--- src/rtl/branch_predictor.sv ---
// Fetch-side branch target buffer: direct-mapped, tagged, 2-bit saturating counters.
// Lookup is combinational on pc_IF; resolution records from execute update the table on clk.
module branch_predictor #(
  parameter int unsigned INDEX_W  = 4,
  parameter logic [1:0]  CNT_INIT = 2'b10
) (
  input  logic        clk,
  input  logic        rstn,
  input  logic [31:0] pc_IF,
  output logic        predict_IF,
  output logic [31:0] pc_predict_IF,
  input  logic        record_we,
  input  logic        record_data,
  input  logic [31:0] record_pc,
  input  logic [31:0] record_pc_result,
  input  logic        mispredict_EX,
  output logic [31:0] stat_branch_cnt,
  output logic [31:0] stat_mispredict_cnt
);

  localparam int unsigned DEPTH = 1 << INDEX_W;
  localparam int unsigned TAG_W = 30 - INDEX_W;

  logic              valid_q  [DEPTH];
  logic [TAG_W-1:0]  tag_q    [DEPTH];
  logic [31:0]       target_q [DEPTH];
  logic [1:0]        cnt_q    [DEPTH];

  logic [INDEX_W-1:0] if_idx;
  logic [TAG_W-1:0]   if_tag;
  logic               if_hit;
  logic [INDEX_W-1:0] rec_idx;
  logic [TAG_W-1:0]   rec_tag;
  logic               rec_hit;

  // Instructions are word aligned; the byte-offset bits never take part in lookup.
  logic unused_pc_bits;
  assign unused_pc_bits = ^{pc_IF[1:0], record_pc[1:0]};

  always_comb begin
    if_idx        = pc_IF[INDEX_W+1:2];
    if_tag        = pc_IF[31:INDEX_W+2];
    if_hit        = valid_q[if_idx] && (tag_q[if_idx] == if_tag);
    predict_IF    = if_hit && cnt_q[if_idx][1];
    pc_predict_IF = predict_IF ? target_q[if_idx] : pc_IF + 32'd4;
  end

  always_comb begin
    rec_idx = record_pc[INDEX_W+1:2];
    rec_tag = record_pc[31:INDEX_W+2];
    rec_hit = valid_q[rec_idx] && (tag_q[rec_idx] == rec_tag);
  end

  always_ff @(posedge clk or negedge rstn) begin
    if (!rstn) begin
      for (int unsigned i = 0; i < DEPTH; i++) begin
        valid_q[i]  <= 1'b0;
        tag_q[i]    <= '0;
        target_q[i] <= '0;
        cnt_q[i]    <= '0;
      end
    end else if (record_we) begin
      if (rec_hit) begin
        if (record_data) begin
          if (cnt_q[rec_idx] != 2'b11) cnt_q[rec_idx] <= cnt_q[rec_idx] + 2'd1;
          target_q[rec_idx] <= record_pc_result;
        end else if (cnt_q[rec_idx] != 2'b00) begin
          // Not-taken result is just pc+4; the stored target is kept for later taken hits.
          cnt_q[rec_idx] <= cnt_q[rec_idx] - 2'd1;
        end
      end else if (record_data) begin
        valid_q[rec_idx]  <= 1'b1;
        tag_q[rec_idx]    <= rec_tag;
        target_q[rec_idx] <= record_pc_result;
        cnt_q[rec_idx]    <= CNT_INIT;
      end
    end
  end

  always_ff @(posedge clk or negedge rstn) begin
    if (!rstn) begin
      stat_branch_cnt     <= '0;
      stat_mispredict_cnt <= '0;
    end else begin
      if (record_we)     stat_branch_cnt     <= stat_branch_cnt + 32'd1;
      if (mispredict_EX) stat_mispredict_cnt <= stat_mispredict_cnt + 32'd1;
    end
  end

endmodule

--- config.mk ---
export PLATFORM = sky130hd
export DESIGN_NAME = branch_predictor
export DESIGN_NICKNAME = d
export VERILOG_FILES = /design/src/rtl/branch_predictor.sv
export SDC_FILE = /design/constraint.sdc
export NUM_CORES = 2
export LEC_CHECK = 0
export ABC_AREA = 1
export CORE_MARGIN = 2
export CORE_UTILIZATION = 60
export CTS_CLUSTER_SIZE = 10
export DETAILED_ROUTE_END_ITERATION = 6
export PLACE_DENSITY = 0.86
export SYNTH_ARGS = -nofsm -noshare
export SYNTH_HDL_FRONTEND = slang
export SYNTH_SLANG_ARGS = --single-unit
--- constraint.sdc ---
create_clock -name clk -period 4.5 [get_ports clk]
set_input_delay 0.9 -clock clk [delete_from_list [all_inputs] [get_ports clk]]
set_output_delay 0.9 -clock clk [all_outputs]
set_load 0.005 [all_outputs]
## After elaboration in Yosys (flattened, before gate mapping)

Index checks and enable logic that the tools add are counted.

- Output and inout bits: 97
- Flip-flop bits (word level): 1040
- Logic and storage cells: 134
- Input port bits: 101

- Add/sub/neg operators: 5
- Bitwise operators: 7
- Multiplexer cells: 39
- Reduce and logical (&&, ||, !) cells: 10
- $lt $le $gt $ge: 3
- Equal/unequal tests: 4

Operator list:

| cell | number |
|---|---|
| $bwmux W512 | 1 |
| $bwmux W416 | 1 |
| $mux W32 | 9 |
| $bmux W26 S4 | 2 |
| $mux W26 | 5 |
| $bmux W32 S4 | 1 |
| $demux W32 S4 | 1 |
| $demux W26 S4 | 1 |
| $add A32 B1 Y32 const B | 2 |
| $bwmux W32 | 2 |
| $eq A26 B26 Y1 | 2 |
| $add A32 B3 Y32 const B | 1 |
| $or A16 B16 Y16 | 2 |
| $and A16 B16 Y16 | 1 |
| $bmux W2 S4 | 2 |
| $not A16 Y16 | 1 |
| $ge A5 B5 Y1 const B | 2 |
| $mux W2 | 5 |
| $not A4 Y5 | 2 |
| $bmux W1 S4 | 2 |
| $demux W2 S4 | 1 |
| $reduce_bool A2 Y1 | 3 |
| $lt A5 B1 Y1 const B | 1 |
| $mux W1 | 5 |
| 10 further kinds | 13 |

## Longest topological paths before layout

- Word-level depth: 9
- Depth in mapped cells: 26

## Worst setup path before layout

Ideal clock, no wire load.

- Path kind: input port to output port
- From: input port pc_IF[3]
- To: output port pc_predict_IF[31]
- Path buffers: 2
- Cell stages on the path: 16
- Data required time: 3600 ps
- Arrival time: 3014 ps
- Path slack: 586 ps
- Cells stage by stage: buf_2 buf_2 nand3_1 nor3_2 nand2_1 nor2_1 inv_1 nor3_1 nand3_1 nor2_1 nand3_1 nor2_1 nand2_1 xor2_1 nor2_1 nor2_1

- Cells in the longest elaborated chain, start to end: 8
- Elaborated cells on any way between the ends: 18
- Those cells by class: add/sub (1); eq/ne (1); mux (13); bitwise (1); reduce/logical (2)

RTL lines:

| what | RTL line | source |
|---|---|---|
| from (decl) | 9 | `input logic [31:0] pc_IF,` |
| $not A4 Y5 (not written as such) | 43, 44, 45 |  |
| $bmux W26 S4 | 43 | `if_hit = valid_q[if_idx] && (tag_q[if_idx] == if_tag);` |
| $mux W26 (not written as such) (2 in a row) | 43 |  |
| $eq A26 B26 Y1 | 43 |  |
| $logic_and A1 B1 Y1 | 43 |  |
| $logic_and A1 B1 Y1 | 44 | `predict_IF = if_hit && cnt_q[if_idx][1];` |
| $mux W32 * | 45 | `pc_predict_IF = predict_IF ? target_q[if_idx] : pc_IF + 32'd4;` |
| to (decl) | 11 | `output logic [31:0] pc_predict_IF,` |

Every way passes the cells marked *; elsewhere a longest branch is shown, timed or not. The select of a mux whose other input is x is not followed.

## Worst setup path in the final report

- From: input port pc_IF[3]
- To: output port pc_predict_IF[20]

The elaborated chain is that of the path after synthesis.

==> metrics.md <==
| Metric | Value |
|---|---|
| Core area | `88400 um^2` |
| Area contributors post-synth | `dfrtp_1 (49%), nand2_1 (17%), o21ai_0 (15%)` |
| Status | `finished with violations` |
| Initial Utilization | `60.6%` |
| CTS tree | `done` |
| Via count | `54200` |
| Synth unique cells | `42` |
| Global-route wire length before repair | `approximately 290 mm` |
| Grt met1 use | `50.4%` |
| RSZ-0062 raised after global routing | `true` |
| WL/cell | `22.1 um` |
| CP max stage delay | `roughly 280 ps` |
| Area growth, synth to finish | `16.8%` |
| Multi-input logic area | `around 24000 um^2` |
| Synth top area share | `48.6%` |
| Final hold vios | `0` |
| Detail Route Antenna Nets | `0` |
| Critical path fanouts, max | `8` |
| Synthesized instance count | `between 7000 and 8000` |
| Sequential area share after synthesis | `48.6%` |
| GR Util met3 | `12.2%` |
| Hpwl dp | `112 mm` |
| Most used cell, CP | `nand2_1` |
| Rows | `109` |
| Via-per-instance ratio | `6.32` |
| Syn Nets | `7357` |
| Met2 usage | `60.1%` |
| Failing checks | `negative setup slack` |
| Worst Setup Start Kind | `input port` |
| Largest area contributor in the netlist | `dfrtp_1` |
| Vias in the first global route | `between 50000 and 60000` |
| CTS clk-pin slew, worst paths | `approximately 60 ps` |
| Rel. slew slack | `28.4%` |
| Layout Nets | `between 7000 and 8000` |
| Yosys warnings | `0` |
| Layout cells sized above 1 | `8.78%` |
| Initial antenna violation count | `13` |
| WP data required | `approximately 3600 ps` |
| DRC | `0` |
| LEAKAGE | `30.1 nW` |
| Pin count of the biggest net entering global routing | `~120` |
| Fmax | `216 MHz` |
| Reg area | `26000 um^2` |
| CTS Buffer Depth | `3` |
| Worst Setup Path Type | `in2out` |
| CTS sink cnt | `between 1000 and 1500` |
| Synth Area per Inst | `between 7 and 8 um^2` |
| Total congestion overflow | `0` |
| Initial DRC count | `roughly 8700` |
| #FFs+latches synth | `1040` |
| Post-Syn Area | `53500 um^2` |
| Setup TNS after final layout | `-917 ps` |
| Final period util | `103%` |
| Max Slew Vio Count | `0` |
| Clk_lat worst skew | `750 ps` |
| CTS Root Cell | `clkbuf_16` |
| Most frequent cells in the layout | `nand2_1 (2338), o21ai_0 (1543), dfrtp_1 (1040), nor2_1 (508), inv_1 (379)` |
| Die Wd | `303 um` |
| Final wirelength | `between 150 and 200 mm` |
| # H-tree levels | `3` |
| Crit path cell chain | `buf_16 -> clkinv_16 -> buf_12 -> buf_4 -> a21oi_1 -> o21ai_0 -> nand2_1 -> nand2_1 -> nand2_1 -> nor2_1 -> nand2_1 -> nand2_1 -> nor2_2 -> nand2_1 -> nor2_1 -> nand3_1 -> nor2_4 -> buf_12 -> buf_16 -> nand2_1 -> nand2_1 -> inv_1 -> dlygate4sd2_1` |
| Crit path time final | `4630 ps` |
| Total power | `25.8 mW` |
| Final setup fails | `19` |
| Number of placed I/O pins | `198` |
| Overall Global Routing Usage | `approximately two fifths` |
| Detailed Routing Iterations Pass 1 | `7` |
| Most crowded layer after global routing | `met2` |
| Worst hold slack | `274 ps` |
| Max Clock Skew | `around 42 ps` |
| Setup ws final | `-130 ps` |
| GPL Wtd Cong | `between 1 and 1.5` |
| CP arrival | `3730 ps` |
| Min-Delay Path Class | `in2async` |
| Peak VDD IR | `0.361 mV` |
| Fin cells | `8574` |
| # fillers | `6623` |
| Worst Setup End Kind | `output pin` |
| Die area | `91600 um^2` |
| # placed instances | `8367` |
| PortBufs | `195` |
| Chip height | `between 300 and 400 um` |
| Cell Pwr Density | `413 nW/um^2` |
| CTS Buf Count | `117` |
| CP max-delay cell | `dlygate4sd2_1` |
| Worst slew pin tran | `1070 ps` |
| Commonest non-fill, non-tap cell in the layout | `nand2_1` |
| Max_cap viols | `0` |
-- final cells by class --
| cell class | instances | share of cell area [%] |
|---|---|---|
| sequential | 1040 | 41.6 |
| clock inverter | 9 | 0.284 |
| tap | 1165 | 2.33 |
| inverter | 401 | 2.50 |
| multi-input combinational | 5280 | 38.9 |
| antenna | 9 | 0.0360 |
| timing repair buffer | 524 | 9.25 |
| clock buffer | 142 | 4.91 |
| timing repair inverter | 4 | 0.116 |
-- worst max-delay path: cells and delay by family --
family | cells | cell delay (ps)
buf+inv | 8 | 1220
compound gates | 2 | 310
simple gates | 13 | 1280
-- cells in the mapped netlist --
library cell	instances
nand2_1	2370
o21ai_0	1596
dfrtp_1	1040
nor2_1	537
inv_1	388
clkbuf_1	355
nand3_1	213
a21oi_1	169
buf_2	119
xor2_1	68
o221ai_1	53
o22ai_1	51
nand4_1	46
o211ai_1	45
buf_1	33
nor3_1	29
xnor2_1	22
a22oi_1	15
o21ai_1	14
inv_2	11
buf_6	10
clkbuf_2	9
nand2_2	8
nand3b_1	6
and3_1	5
ha_1	5
nor4_1	5
buf_4	4
a21o_1	3
nor3_2	3
or2_2	3
a221oi_1	2
a31oi_1	2
clkinv_1	2
nor2_4	2
nor3b_1	2
a31o_2	1
a32o_1	1
and2_1	1
nand2_4	1
nor2_2	1
or3_1	1
-- path summary, 6_finish.rpt --
kind                            slack [ps]  cells after the start                endpoint                    from
max in group asynchronous             3050                      3  tag_q[245]$_DFFE_PN0P_                    rstn
worst max register to register        1310                     18   tag_q[92]$_DFFE_PN0P_  tag_q[221]$_DFFE_PN0P_
worst min-delay path                   270                      1  tag_q[140]$_DFFE_PN0P_                    rstn
worst min register to register         480                      2   cnt_q[30]$_DFFE_PN0P_   cnt_q[30]$_DFFE_PN0P_
min in group clk                       480                      2   cnt_q[30]$_DFFE_PN0P_   cnt_q[30]$_DFFE_PN0P_
worst max-delay path                  -130                     23       pc_predict_IF[20]                pc_IF[3]
-- repair_timing --
action | in CTS | in global routing
gates cloned | 10 | 13
endpoints found under the setup margin | 33 | 33
hold buffers | 0 | 0
buffers inserted | 4 | 20
pin swaps | 28 | 57
resized for setup | 130 | 188
hold endpoints to repair | 0 | 0
-- kinds of logic after synthesis --
| logic type | Yosys count | share of synthesized area [%] |
|---|---|---|
| AND/OR/NAND/NOR | 3233 | 23.7 |
| AO/OA/AOI/OAI | 1952 | 19.1 |
| flip-flops | 1040 | 48.6 |
| buffers and inverters | 931 | 7.00 |
| XOR/XNOR | 90 | 1.47 |
| adder cells (fa/ha/maj) | 5 | 0.117 |
-- sequential cells by signal, summed over array words and instances (netlist names) --
name / count
stat_branch_cnt: 32
stat_mispredict_cnt: 32
valid_q: 16
cnt_q: 32
tag_q: 416
target_q: 512
-- power breakdown --
group / leakage (nW) / switching, mW / internal, mW
Sequential: 13.3 / 1.11 / 11.0
Combinational: 15.2 / 3.17 / 1.93
Clock: 1.58 / 3.80 / 4.78
-- stage by stage --
step           util, %  area, um^2  setup WS [ps]
2_1_floorplan        -       53500            586
3_3_place_gp      65.4       57800           -614
3_5_place_dp      65.4       57800           -615
4_1_cts           69.7       61600           -123
5_1_grt           70.7       62500           -193
6_report          70.7       62500           -130
-- per-layer routing --
layer | part of all wire [%] | wire length, um
met2 | 43 | 81900
met3 | 14 | 26200
met4 | 8.0 | 15100
met5 | 0.026 | 50
met1 | 35 | 66200
Power figures use the tool's default switching activity.
